==> config.mk <==
export PLATFORM = sky130hd
export DESIGN_NAME = conv_layer_ctrl_flat
export DESIGN_NICKNAME = d
export VERILOG_FILES = /design/src/rtl/conv_ctrl_pkg.sv /design/src/rtl/conv_layer_ctrl_if.sv /design/src/rtl/conv_dim_div.sv /design/src/rtl/conv_layer_ctrl.sv /design/src/flat_wrapper.sv
export SDC_FILE = /design/constraint.sdc
export NUM_CORES = 2
export LEC_CHECK = 0
export CAP_MARGIN = 20
export CORE_MARGIN = 4
export CORE_UTILIZATION = 25
export CTS_CLUSTER_SIZE = 10
export DETAILED_ROUTE_END_ITERATION = 8
export PLACE_DENSITY = 0.44
export SLEW_MARGIN = 20
export SYNTH_ARGS = -nofsm -noshare
export SYNTH_HDL_FRONTEND = slang
export SYNTH_SLANG_ARGS = --single-unit
==> constraint.sdc <==
create_clock -name clk -period 18.5 [get_ports clk]
set_input_delay 1.85 -clock clk [delete_from_list [all_inputs] [get_ports clk]]
set_output_delay 1.85 -clock clk [all_outputs]
set_load 0.005 [all_outputs]
==> src/rtl/conv_ctrl_pkg.sv <==
// Shared types and constants for the convolution layer controller.
// The FSM state encoding doubles as the status code reported to software.
package conv_ctrl_pkg;

    localparam int AW_DEFAULT = 32;
    localparam int DW_DEFAULT = 16;
    localparam int DIV_DEN_W  = 8;

    localparam logic [3:0] STATUS_IDLE    = 4'd0;
    localparam logic [3:0] STATUS_CALC    = 4'd1;
    localparam logic [3:0] STATUS_LD_DATA = 4'd2;
    localparam logic [3:0] STATUS_LD_FILT = 4'd3;
    localparam logic [3:0] STATUS_COMPUTE = 4'd4;
    localparam logic [3:0] STATUS_SAVE    = 4'd5;
    localparam logic [3:0] STATUS_DONE    = 4'd6;
    localparam logic [3:0] STATUS_ERR     = 4'd15;

    typedef enum logic [3:0] {
        ST_IDLE    = STATUS_IDLE,
        ST_CALC    = STATUS_CALC,
        ST_LD_DATA = STATUS_LD_DATA,
        ST_LD_FILT = STATUS_LD_FILT,
        ST_COMPUTE = STATUS_COMPUTE,
        ST_SAVE    = STATUS_SAVE,
        ST_DONE    = STATUS_DONE,
        ST_ERR     = STATUS_ERR
    } state_t;

    localparam logic       DMA_DIR_RD   = 1'b0;
    localparam logic       DMA_DIR_WR   = 1'b1;
    localparam logic [1:0] DMA_SEL_DATA = 2'd0;
    localparam logic [1:0] DMA_SEL_FILT = 2'd1;
    localparam logic [1:0] DMA_SEL_OUT  = 2'd2;

endpackage

==> src/rtl/conv_layer_ctrl_if.sv <==
// DMA descriptor and PE array handshake bundle for the convolution layer controller.
// master = controller side, slave = DMA engine / PE array side.
interface conv_layer_ctrl_if;
    import conv_ctrl_pkg::*;

    logic                  dma_req;
    logic                  dma_ack;
    logic                  dma_dir;
    logic [1:0]            dma_sel;
    logic [AW_DEFAULT-1:0] dma_addr;
    logic [AW_DEFAULT-1:0] dma_len;
    logic                  dma_done;
    logic                  pe_start;
    logic                  pe_done;

    modport master (
        output dma_req, dma_dir, dma_sel, dma_addr, dma_len, pe_start,
        input  dma_ack, dma_done, pe_done
    );

    modport slave (
        input  dma_req, dma_dir, dma_sel, dma_addr, dma_len, pe_start,
        output dma_ack, dma_done, pe_done
    );

endinterface

==> src/rtl/conv_dim_div.sv <==
// Iterative unsigned restoring divider, one quotient bit per cycle.
// Returns quotient+1 so the caller gets an output dimension directly.
// done stays high until the next start.
module conv_dim_div #(
    parameter int NUM_W = 18,
    parameter int DEN_W = 8
) (
    input  logic             clk,
    input  logic             rst,
    input  logic             start,
    input  logic [NUM_W-1:0] numer,
    input  logic [DEN_W-1:0] denom,
    output logic             done,
    output logic [NUM_W-1:0] result
);

    localparam int CNT_W = $clog2(NUM_W + 1);

    logic [NUM_W-1:0] quo;
    logic [DEN_W-1:0] rem;
    logic [DEN_W-1:0] den_q;
    logic [CNT_W-1:0] cnt;
    logic             running;
    logic [DEN_W:0]   shifted;
    logic [DEN_W:0]   trial;
    logic             fits;

    // Trial subtraction; the borrow bit tells whether the divisor fits.
    always_comb begin
        shifted = {rem, quo[NUM_W-1]};
        trial   = shifted - {1'b0, den_q};
        fits    = ~trial[DEN_W];
    end

    // Shift numerator bits into the remainder, quotient bits into the bottom of quo.
    always_ff @(posedge clk) begin
        if (rst) begin
            quo     <= '0;
            rem     <= '0;
            den_q   <= '0;
            cnt     <= '0;
            running <= 1'b0;
            done    <= 1'b0;
            result  <= '0;
        end else if (start) begin
            quo     <= numer;
            rem     <= '0;
            den_q   <= denom;
            cnt     <= '0;
            running <= 1'b1;
            done    <= 1'b0;
        end else if (running) begin
            quo <= {quo[NUM_W-2:0], fits};
            rem <= fits ? trial[DEN_W-1:0] : shifted[DEN_W-1:0];
            cnt <= cnt + CNT_W'(1);
            if (cnt == CNT_W'(NUM_W - 1)) begin
                running <= 1'b0;
                done    <= 1'b1;
                result  <= {quo[NUM_W-2:0], fits} + NUM_W'(1);
            end
        end
    end

endmodule

==> src/rtl/conv_layer_ctrl.sv <==
// Convolution layer sequencer: validates the layer geometry, derives output
// dimensions, walks filters x channels issuing DMA descriptors and PE starts.
// Optional macro CONV_LAYER_CTRL_PERF_EN adds a saturating busy-cycle counter.
module conv_layer_ctrl
    import conv_ctrl_pkg::*;
#(
    parameter int AW = AW_DEFAULT,
    parameter int DW = DW_DEFAULT
) (
    input  logic          clk,
    input  logic          rst,
    input  logic          start,
    input  logic [DW-1:0] cfg_data_wid,
    input  logic [DW-1:0] cfg_data_hei,
    input  logic [DW-1:0] cfg_data_ch,
    input  logic [DW-1:0] cfg_filter_wid,
    input  logic [DW-1:0] cfg_filter_hei,
    input  logic [DW-1:0] cfg_filter_num,
    input  logic [7:0]    cfg_stride_horiz,
    input  logic [7:0]    cfg_stride_vert,
    input  logic [3:0]    cfg_padding_horiz,
    input  logic [3:0]    cfg_padding_vert,
    input  logic [AW-1:0] cfg_data_base,
    input  logic [AW-1:0] cfg_filter_base,
    input  logic [AW-1:0] cfg_output_base,
    conv_layer_ctrl_if.master bus,
    output logic [DW-1:0] out_data_wid,
    output logic [DW-1:0] out_data_hei,
    output logic [DW-1:0] data_status_cin,
    output logic [DW-1:0] data_status_cout,
    output logic [3:0]    status,
`ifdef CONV_LAYER_CTRL_PERF_EN
    output logic [31:0]   perf_cycles,
`endif
    output logic          busy
);

    localparam int NUM_W = DW + 2;

    state_t state, state_next;
    logic   dma_wait, dma_wait_next;
    logic   xfer_done;
    logic   start_ok;
    logic   calc_first;
    logic   cfg_bad;
    logic   div_go;
    logic   last_c, last_f;
    logic   pe_start_q;

    logic [DW-1:0] r_data_wid, r_data_hei, r_data_ch;
    logic [DW-1:0] r_filt_wid, r_filt_hei, r_filt_num;
    logic [7:0]    r_stride_h, r_stride_v;
    logic [3:0]    r_pad_h, r_pad_v;
    logic [AW-1:0] r_data_base, r_filt_base, r_out_base;

    logic [AW-1:0] plane_in, plane_f, plane_out;
    logic [AW-1:0] data_off, filt_off, out_off;
    logic [DW-1:0] c_idx, f_idx;
    logic [DW-1:0] out_w, out_h;
    logic [DW-1:0] out_w_next, out_h_next;

    logic [NUM_W-1:0] span_w, span_h, fw_ext, fh_ext;
    logic [NUM_W-1:0] div_w_q, div_h_q;
    logic             div_w_done, div_h_done;

    assign start_ok = start && (state == ST_IDLE || state == ST_DONE || state == ST_ERR);
    assign busy     = !(state == ST_IDLE || state == ST_DONE || state == ST_ERR);
    assign status   = state;
    assign last_c   = (c_idx == r_data_ch - DW'(1));
    assign last_f   = (f_idx == r_filt_num - DW'(1));

    assign span_w  = {2'b00, r_data_wid} + {{(DW-3){1'b0}}, r_pad_h, 1'b0};
    assign span_h  = {2'b00, r_data_hei} + {{(DW-3){1'b0}}, r_pad_v, 1'b0};
    assign fw_ext  = {2'b00, r_filt_wid};
    assign fh_ext  = {2'b00, r_filt_hei};
    assign cfg_bad = (r_stride_h == 8'd0) || (r_stride_v == 8'd0) ||
                     (r_data_ch == '0) || (r_filt_num == '0) ||
                     (fw_ext > span_w) || (fh_ext > span_h);
    assign div_go  = (state == ST_CALC) && calc_first && !cfg_bad;

    // Quotients that overflow the field width saturate rather than wrap.
    assign out_w_next = (div_w_q[NUM_W-1:DW] != '0) ? '1 : div_w_q[DW-1:0];
    assign out_h_next = (div_h_q[NUM_W-1:DW] != '0) ? '1 : div_h_q[DW-1:0];

    conv_dim_div #(.NUM_W(NUM_W), .DEN_W(DIV_DEN_W)) u_div_w (
        .clk    (clk),
        .rst    (rst),
        .start  (div_go),
        .numer  (span_w - fw_ext),
        .denom  (r_stride_h),
        .done   (div_w_done),
        .result (div_w_q)
    );

    conv_dim_div #(.NUM_W(NUM_W), .DEN_W(DIV_DEN_W)) u_div_h (
        .clk    (clk),
        .rst    (rst),
        .start  (div_go),
        .numer  (span_h - fh_ext),
        .denom  (r_stride_v),
        .done   (div_h_done),
        .result (div_h_q)
    );

    // State register, DMA wait flag and the one-cycle PE start pulse on COMPUTE entry.
    always_ff @(posedge clk) begin
        if (rst) begin
            state      <= ST_IDLE;
            dma_wait   <= 1'b0;
            pe_start_q <= 1'b0;
        end else begin
            state      <= state_next;
            dma_wait   <= dma_wait_next;
            pe_start_q <= (state_next == ST_COMPUTE) && (state != ST_COMPUTE);
        end
    end

    // Next-state logic; a DMA step completes on dma_done, same-cycle ack+done included.
    always_comb begin
        state_next    = state;
        dma_wait_next = dma_wait;
        xfer_done     = 1'b0;
        case (state)
            ST_IDLE, ST_DONE, ST_ERR: begin
                if (start_ok) state_next = ST_CALC;
            end
            ST_CALC: begin
                if (calc_first) begin
                    if (cfg_bad) state_next = ST_ERR;
                end else if (div_w_done && div_h_done) begin
                    state_next = ST_LD_DATA;
                end
            end
            ST_LD_DATA, ST_LD_FILT, ST_SAVE: begin
                xfer_done = dma_wait ? bus.dma_done : (bus.dma_ack && bus.dma_done);
                if (xfer_done) begin
                    dma_wait_next = 1'b0;
                    if (state == ST_LD_DATA)      state_next = ST_LD_FILT;
                    else if (state == ST_LD_FILT) state_next = ST_COMPUTE;
                    else                          state_next = last_f ? ST_DONE : ST_LD_DATA;
                end else if (!dma_wait && bus.dma_ack) begin
                    dma_wait_next = 1'b1;
                end
            end
            ST_COMPUTE: begin
                if (bus.pe_done) state_next = last_c ? ST_SAVE : ST_LD_DATA;
            end
            default: state_next = ST_IDLE;
        endcase
    end

    // Descriptor for the current DMA state; held until acknowledged.
    always_comb begin
        bus.dma_req  = 1'b0;
        bus.dma_dir  = DMA_DIR_RD;
        bus.dma_sel  = DMA_SEL_DATA;
        bus.dma_addr = '0;
        bus.dma_len  = '0;
        if (!dma_wait) begin
            case (state)
                ST_LD_DATA: begin
                    bus.dma_req  = 1'b1;
                    bus.dma_addr = r_data_base + data_off;
                    bus.dma_len  = plane_in;
                end
                ST_LD_FILT: begin
                    bus.dma_req  = 1'b1;
                    bus.dma_sel  = DMA_SEL_FILT;
                    bus.dma_addr = r_filt_base + filt_off;
                    bus.dma_len  = plane_f;
                end
                ST_SAVE: begin
                    bus.dma_req  = 1'b1;
                    bus.dma_dir  = DMA_DIR_WR;
                    bus.dma_sel  = DMA_SEL_OUT;
                    bus.dma_addr = r_out_base + out_off;
                    bus.dma_len  = plane_out;
                end
                default: ;
            endcase
        end
    end

    assign bus.pe_start = pe_start_q;

    // Config snapshot, plane sizes, loop indices and running address offsets.
    always_ff @(posedge clk) begin
        if (rst) begin
            r_data_wid  <= '0;
            r_data_hei  <= '0;
            r_data_ch   <= '0;
            r_filt_wid  <= '0;
            r_filt_hei  <= '0;
            r_filt_num  <= '0;
            r_stride_h  <= '0;
            r_stride_v  <= '0;
            r_pad_h     <= '0;
            r_pad_v     <= '0;
            r_data_base <= '0;
            r_filt_base <= '0;
            r_out_base  <= '0;
            calc_first  <= 1'b0;
            plane_in    <= '0;
            plane_f     <= '0;
            plane_out   <= '0;
            data_off    <= '0;
            filt_off    <= '0;
            out_off     <= '0;
            c_idx       <= '0;
            f_idx       <= '0;
            out_w       <= '0;
            out_h       <= '0;
        end else begin
            if (start_ok) begin
                r_data_wid  <= cfg_data_wid;
                r_data_hei  <= cfg_data_hei;
                r_data_ch   <= cfg_data_ch;
                r_filt_wid  <= cfg_filter_wid;
                r_filt_hei  <= cfg_filter_hei;
                r_filt_num  <= cfg_filter_num;
                r_stride_h  <= cfg_stride_horiz;
                r_stride_v  <= cfg_stride_vert;
                r_pad_h     <= cfg_padding_horiz;
                r_pad_v     <= cfg_padding_vert;
                r_data_base <= cfg_data_base;
                r_filt_base <= cfg_filter_base;
                r_out_base  <= cfg_output_base;
                calc_first  <= 1'b1;
                data_off    <= '0;
                filt_off    <= '0;
                out_off     <= '0;
                c_idx       <= '0;
                f_idx       <= '0;
            end
            if (state == ST_CALC && calc_first) begin
                calc_first <= 1'b0;
                plane_in   <= AW'(r_data_wid) * AW'(r_data_hei);
                plane_f    <= AW'(r_filt_wid) * AW'(r_filt_hei);
            end
            if (state == ST_CALC && state_next == ST_LD_DATA) begin
                out_w     <= out_w_next;
                out_h     <= out_h_next;
                plane_out <= AW'(out_w_next) * AW'(out_h_next);
            end
            if (state == ST_LD_FILT && xfer_done) begin
                filt_off <= filt_off + plane_f;
            end
            if (state == ST_COMPUTE && bus.pe_done && !last_c) begin
                c_idx    <= c_idx + DW'(1);
                data_off <= data_off + plane_in;
            end
            if (state == ST_SAVE && xfer_done) begin
                out_off <= out_off + plane_out;
                if (!last_f) begin
                    f_idx    <= f_idx + DW'(1);
                    c_idx    <= '0;
                    data_off <= '0;
                end
            end
        end
    end

    assign out_data_wid     = out_w;
    assign out_data_hei     = out_h;
    assign data_status_cin  = c_idx;
    assign data_status_cout = f_idx;

`ifdef CONV_LAYER_CTRL_PERF_EN
    // Busy-cycle counter, cleared on an accepted start and saturating at all-ones.
    always_ff @(posedge clk) begin
        if (rst) begin
            perf_cycles <= '0;
        end else if (start_ok) begin
            perf_cycles <= '0;
        end else if (busy && perf_cycles != '1) begin
            perf_cycles <= perf_cycles + 32'd1;
        end
    end
`endif

endmodule

==> src/flat_wrapper.sv <==
// flat-port wrapper written by rule: the top's interface ports become plain ports
module conv_layer_ctrl_flat import conv_ctrl_pkg::*;
#(
    parameter int AW = AW_DEFAULT,
    parameter int DW = DW_DEFAULT
)
  (clk, rst, start, cfg_data_wid, cfg_data_hei, cfg_data_ch, cfg_filter_wid, cfg_filter_hei, cfg_filter_num, cfg_stride_horiz, cfg_stride_vert, cfg_padding_horiz, cfg_padding_vert, cfg_data_base, cfg_filter_base, cfg_output_base, out_data_wid, out_data_hei, data_status_cin, data_status_cout, status, busy, bus_dma_req, bus_dma_dir, bus_dma_sel, bus_dma_addr, bus_dma_len, bus_pe_start, bus_dma_ack, bus_dma_done, bus_pe_done);
  conv_layer_ctrl_if bus_i ();
  input  logic clk;
  input  logic rst;
  input  logic start;
  input  logic [DW-1:0] cfg_data_wid;
  input  logic [DW-1:0] cfg_data_hei;
  input  logic [DW-1:0] cfg_data_ch;
  input  logic [DW-1:0] cfg_filter_wid;
  input  logic [DW-1:0] cfg_filter_hei;
  input  logic [DW-1:0] cfg_filter_num;
  input  logic [7:0] cfg_stride_horiz;
  input  logic [7:0] cfg_stride_vert;
  input  logic [3:0] cfg_padding_horiz;
  input  logic [3:0] cfg_padding_vert;
  input  logic [AW-1:0] cfg_data_base;
  input  logic [AW-1:0] cfg_filter_base;
  input  logic [AW-1:0] cfg_output_base;
  output logic [DW-1:0] out_data_wid;
  output logic [DW-1:0] out_data_hei;
  output logic [DW-1:0] data_status_cin;
  output logic [DW-1:0] data_status_cout;
  output logic [3:0] status;
  output logic busy;
  output wire logic [$bits(bus_i.dma_req)-1:0] bus_dma_req;
  output wire logic [$bits(bus_i.dma_dir)-1:0] bus_dma_dir;
  output wire logic [$bits(bus_i.dma_sel)-1:0] bus_dma_sel;
  output wire logic [$bits(bus_i.dma_addr)-1:0] bus_dma_addr;
  output wire logic [$bits(bus_i.dma_len)-1:0] bus_dma_len;
  output wire logic [$bits(bus_i.pe_start)-1:0] bus_pe_start;
  input wire logic [$bits(bus_i.dma_ack)-1:0] bus_dma_ack;
  input wire logic [$bits(bus_i.dma_done)-1:0] bus_dma_done;
  input wire logic [$bits(bus_i.pe_done)-1:0] bus_pe_done;
  assign bus_dma_req = bus_i.dma_req;
  assign bus_dma_dir = bus_i.dma_dir;
  assign bus_dma_sel = bus_i.dma_sel;
  assign bus_dma_addr = bus_i.dma_addr;
  assign bus_dma_len = bus_i.dma_len;
  assign bus_pe_start = bus_i.pe_start;
  assign bus_i.dma_ack = bus_dma_ack;
  assign bus_i.dma_done = bus_dma_done;
  assign bus_i.pe_done = bus_pe_done;
  conv_layer_ctrl #(.AW(AW), .DW(DW)) u_core (.clk(clk), .rst(rst), .start(start), .cfg_data_wid(cfg_data_wid), .cfg_data_hei(cfg_data_hei), .cfg_data_ch(cfg_data_ch), .cfg_filter_wid(cfg_filter_wid), .cfg_filter_hei(cfg_filter_hei), .cfg_filter_num(cfg_filter_num), .cfg_stride_horiz(cfg_stride_horiz), .cfg_stride_vert(cfg_stride_vert), .cfg_padding_horiz(cfg_padding_horiz), .cfg_padding_vert(cfg_padding_vert), .cfg_data_base(cfg_data_base), .cfg_filter_base(cfg_filter_base), .cfg_output_base(cfg_output_base), .bus(bus_i), .out_data_wid(out_data_wid), .out_data_hei(out_data_hei), .data_status_cin(data_status_cin), .data_status_cout(data_status_cout), .status(status), .busy(busy));
endmodule
==> out/metrics.sh <==
STATUS='finished, final reports clean'
FLOORPLAN.DIE_AREA_SQ_UM=252000
CLK_PIN_SLEW_NS=0.06
DETAILEDPLACE.WORSTSLACK_NS=10.42
SHARE_OF_THE_SYNTHESIZED_AREA_IN_THE_TOP_CELL_TYPE=0.196
YOSYS_REGISTER_BITS=597
CRIT_PATH_START='u_core.u_div_w.result[17]'
WORST_HOLD_PATH_TYPE='reg -> reg'
WORSTPATHARRIVAL_NS=8.46
TIMING.REG2REG.WORST_PATH_DEPTH=22
RSZ0062_AT_GRT='no'
DRT_FIRST_ITER_VIOLATIONS=3665
IR_DROP_uV=64.9
DRTPASS1ITERATIONS=5
WORST_SETUP_PATH_ENDPOINT='u_core.plane_out[31]'
NUM-NETS-FINAL=9163
R2R-END='u_core.plane_out[31]'
SYNTHCELLS=7648
REPORT.FINAL.SETUP_VIOL=0
NUMCTSBUFFERS=84
YS_WARN_COUNT=0
WORSTSETUPPATHTYPE='reg -> reg'
REG2REG_SETUP_SLACK_NS=10.63
ANTENNA_FOUND_INITIAL=16
TIMING.CRITICAL_PATH.REQUIRED_NS=19.09
YOSYS-TOP-CELLS-AREA='sky130_fd_sc_hd__dfxtp_1 20%, sky130_fd_sc_hd__fa_1 20%, sky130_fd_sc_hd__ha_1 12%'
POST_SYNTH.CELL_AREA_AVG_SQ_UM=7.97
CTS_ROOT_BUFFER='sky130_fd_sc_hd__clkbuf_16'
POWER.NET_SWITCHING_mW=1.52
STD_CELL_ROWS=180
NUMBER_OF_ENABLE_FLIP_FLOP_CELLS_AFTER_SYNTHESIS=0
SLEW_HEADROOM=0.204
P_PER_AREA_nW_PER_UM2=60.8
FINALWIRELENGTH_UM=239000
DRC_ERRORS=0
GRT_PASS1_VIAS=53300
HOLD_BUFFERS=0
P_SW_FRAC=0.353
SLEW_VIOLATIONS=0
DP.CELLS=10900
IO_COUNT=360
WORST_SETUP_PATH_START_KIND='register'
GPL.FINAL_WEIGHTED_CONGESTION=0.920
P_SEQ_FRAC=0.341
CLK_SKEW_NS=0.0813
DRV_CAP=0
POSTROUTEANTENNANETS=0
SYNTH-ASYNC-RESET-RATIO=0
YOSYSSEQAREASHARE=0.196
FINALNONFILLERCELLS=11000
POST-CTS-SETUP-BUFFERS=0
POST-ROUTE-PERIOD-UTIL=0.425
SYNTH_TOP_AREA_CELL='sky130_fd_sc_hd__dfxtp_1'
GRT_START_MAX_NET_PINS=204
SYNTH-MAIN-FF-CELL='sky130_fd_sc_hd__dfxtp_1'
GRTUSAGETOTAL=0.186
DRIVE_ABOVE_1_SHARE=0.0370
WORST_PIN_SLEW_NS=1.19
POSTSYNTHNETCOUNT=9030
CRITPATHCAPTURETYPE='register'
CELLLEAKAGEPOWER_nW=30.6
SYNTH_CELL_TYPES=90
WORST-PATH-MAX-FANOUT=18
CTSRESIZECOUNT=0
REG2REG_FROM='u_core.u_div_w.result[17]'
FINALHOLDVIOLCOUNT=0
POST-ROUTE-MIN-PERIOD_NS=7.87
GRT_PASS1_WL_UM=353000
P_CLK_FRAC=0.403
HTREE_NUM_LEVELS=3
ROUTED_WIRE_LENGTH_PER_INSTANCE_UM=21.6
MAPPEDNETLISTAREA_SQ_UM=60900
DIE_W_UM=502
MAX_FREQ_MHz=127
AREA_DELTA_SYNTH_FINAL_PCT=15.8
CORE_AREA_SQ_UM=242000
GRT_OVERFLOW_TOTAL=0
NUMBER_OF_FILL_CELLS=26100
PLACE_HPWL_UM=192000
FLOORPLAN.DIE.HEIGHT_UM=502
P_INT_mW=2.77
CLOCK_SINK_COUNT=597
SETUP_WS_NS=10.63
CTS_BUFFER_DEPTH=3
SETUP_TNS_NS=0
VIA_PER_INST=4.85
PORT_BUFFERS=359
POWER.COMBINATIONAL.FRACTION=0.256
DETAILED_ROUTE_VIA_COUNT=53500
INITIAL_UTILIZATION=0.252
CTS_TREE='built'
CLK-INSERTION-DELAY-LATE_NS=0.77
[worst min path at each step]
| stage | from | end | cells past startpoint |
|---|---|---|---|
| after floorplan | u_core.u_div_h.den_q[2] | u_core.u_div_h.den_q[2] | 2 |
| after global placement | u_core.r_filt_hei[2] | u_core.r_filt_hei[2] | 2 |
| after detailed placement | u_core.u_div_h.den_q[5] | u_core.u_div_h.den_q[5] | 2 |
| after CTS | u_core.u_div_h.den_q[5] | u_core.u_div_h.den_q[5] | 2 |
| after global routing | u_core.r_filt_hei[2] | u_core.r_filt_hei[2] | 2 |
| final | u_core.u_div_h.den_q[3] | u_core.u_div_h.den_q[3] | 2 |
[registers in the layout, indices dropped and copies added (netlist names), 16 cells and up]
signal and flops:
u_core.r_filt_num 16, u_core.r_data_hei 16, u_core.out_off 32, u_core.r_out_base 32, u_core.plane_out 32, u_core.data_status_cin 16, u_core.filt_off 32, u_core.u_div_h.quo 18
u_core.u_div_h.result 18, u_core.r_data_base 32, u_core.out_data_wid 16, u_core.u_div_w.result 18, u_core.u_div_w.quo 18, u_core.r_filt_wid 16, u_core.plane_in 32, u_core.data_off 32
u_core.r_data_wid 16, u_core.r_data_ch 16, u_core.plane_f 32, u_core.out_data_hei 16, u_core.r_filt_base 32, u_core.data_status_cout 16, u_core.r_filt_hei 16
[cells by family (layout without fill, tap and decap cells)]
family,count (synthesis),count (layout),synth area share
AND/OR/NAND/NOR,2666,2666,0.191
flip-flops,597,597,0.196
XOR/XNOR,386,386,0.0556
adder cells (fa/ha/maj),1160,1160,0.311
buffers and inverters,1227,1423,0.0767
multiplexers,95,95,0.0158
other,0,4,0
AO/OA/AOI/OAI,1517,1517,0.153
[power groups by stage]
stage	registers [mW]	logic, mW	clock network, mW
6_report	1.46	1.10	1.73
5_1_grt	1.47	1.22	1.84
4_1_cts	1.46	1.11	1.80
3_5_place_dp	1.49	1.10	0
3_3_place_gp	1.49	1.09	0
2_1_floorplan	1.40	0.741	0
[metrics by stage]
| step | area [sq um] | util | hold WS (ns) | total power [mW] |
|---|---|---|---|---|
| 2_1_floorplan | 60900 | - | 0.436 | 2.14 |
| 3_3_place_gp | 67600 | 0.280 | 0.448 | 2.58 |
| 3_5_place_dp | 67600 | 0.280 | 0.451 | 2.59 |
| 4_1_cts | 70500 | 0.292 | 0.459 | 4.37 |
| 5_1_grt | 70600 | 0.292 | 0.473 | 4.53 |
| 6_report | 70600 | 0.292 | 0.456 | 4.29 |
[layout make-up]
class / instances / area, sq um / area share
Clock inverter: 27 / 464 / 0.00658
Tap cell: 3185 / 3990 / 0.0565
Clock buffer: 122 / 2450 / 0.0347
Multi-Input combinational cell: 5824 / 44400 / 0.629
Timing Repair Buffer: 432 / 4170 / 0.0591
Inverter: 842 / 3160 / 0.0448
Sequential cell: 597 / 12000 / 0.169
Antenna cell: 4 / 10.0 / 0.000142
[cells in the final DEF (no fill, tap or decap), drive strengths merged, types with 28 or more instances in the layout]
| cell type | n |
|---|---|
| a211oi | 145 |
| a21o | 137 |
| a21oi | 693 |
| a31oi | 63 |
| and2 | 143 |
| and3 | 65 |
| buf | 74 |
| clkbuf | 122 |
| clkdlybuf4s50 | 358 |
| dfxtp | 597 |
| fa | 594 |
| ha | 566 |
| inv | 838 |
| mux2i | 87 |
| nand2 | 1247 |
| nand2b | 43 |
| nand3 | 137 |
| nand4 | 28 |
| nor2 | 734 |
| nor2b | 46 |
| nor3 | 57 |
| o211ai | 29 |
| o21a | 46 |
| o21ai | 179 |
| o21bai | 41 |
| or3 | 60 |
| xnor2 | 241 |
| xor2 | 145 |
[layer usage]
metal / global-route usage / share of wire / up-vias
li1: - / - / 25500
met5: 0 / 0.00044 / -
met2: 0.298 / 0.45 / 1286
met3: 0.0231 / 0.048 / 286
met4: 0.0717 / 0.040 / 18
met1: 0.253 / 0.46 / 26400
[synthesized netlist by cell type, drive strengths merged, types with 41 or more instances]
| library cell | n |
|---|---|
| inv | 835 |
| o21ai | 179 |
| a31oi | 63 |
| buf | 51 |
| ha | 566 |
| o21bai | 41 |
| a21o | 137 |
| a211oi | 145 |
| and2 | 143 |
| clkbuf | 334 |
| nor2b | 46 |
| xor2 | 145 |
| fa | 594 |
| xnor2 | 241 |
| a21oi | 693 |
| and3 | 65 |
| mux2i | 87 |
| dfxtp | 597 |
| o21a | 46 |
| nor3 | 57 |
| nand2 | 1247 |
| nand3 | 137 |
| nand2b | 43 |
| nor2 | 734 |
| or3 | 60 |
[worst max-delay path, cell delays in order, from the launching register on]
cell,delay (ns)
sky130_fd_sc_hd__dfxtp_1,0.44
sky130_fd_sc_hd__or2_2,0.48
sky130_fd_sc_hd__nor2_1,0.93
sky130_fd_sc_hd__nor2_1,0.16
sky130_fd_sc_hd__fa_1,0.58
sky130_fd_sc_hd__fa_1,0.44
sky130_fd_sc_hd__fa_1,0.53
sky130_fd_sc_hd__fa_1,0.45
sky130_fd_sc_hd__fa_1,0.52
sky130_fd_sc_hd__inv_1,0.05
sky130_fd_sc_hd__fa_1,0.48
sky130_fd_sc_hd__inv_1,0.04
sky130_fd_sc_hd__ha_1,0.35
sky130_fd_sc_hd__a21o_1,0.20
sky130_fd_sc_hd__a21oi_1,0.18
sky130_fd_sc_hd__o21ai_0,0.12
sky130_fd_sc_hd__o41ai_1,0.57
sky130_fd_sc_hd__o21bai_1,0.18
sky130_fd_sc_hd__o31ai_1,0.38
sky130_fd_sc_hd__o21ai_1,0.17
sky130_fd_sc_hd__a21oi_1,0.20
sky130_fd_sc_hd__mux2i_1,0.21
sky130_fd_sc_hd__a221oi_1,0.09
(Power assumes the default switching activity.)
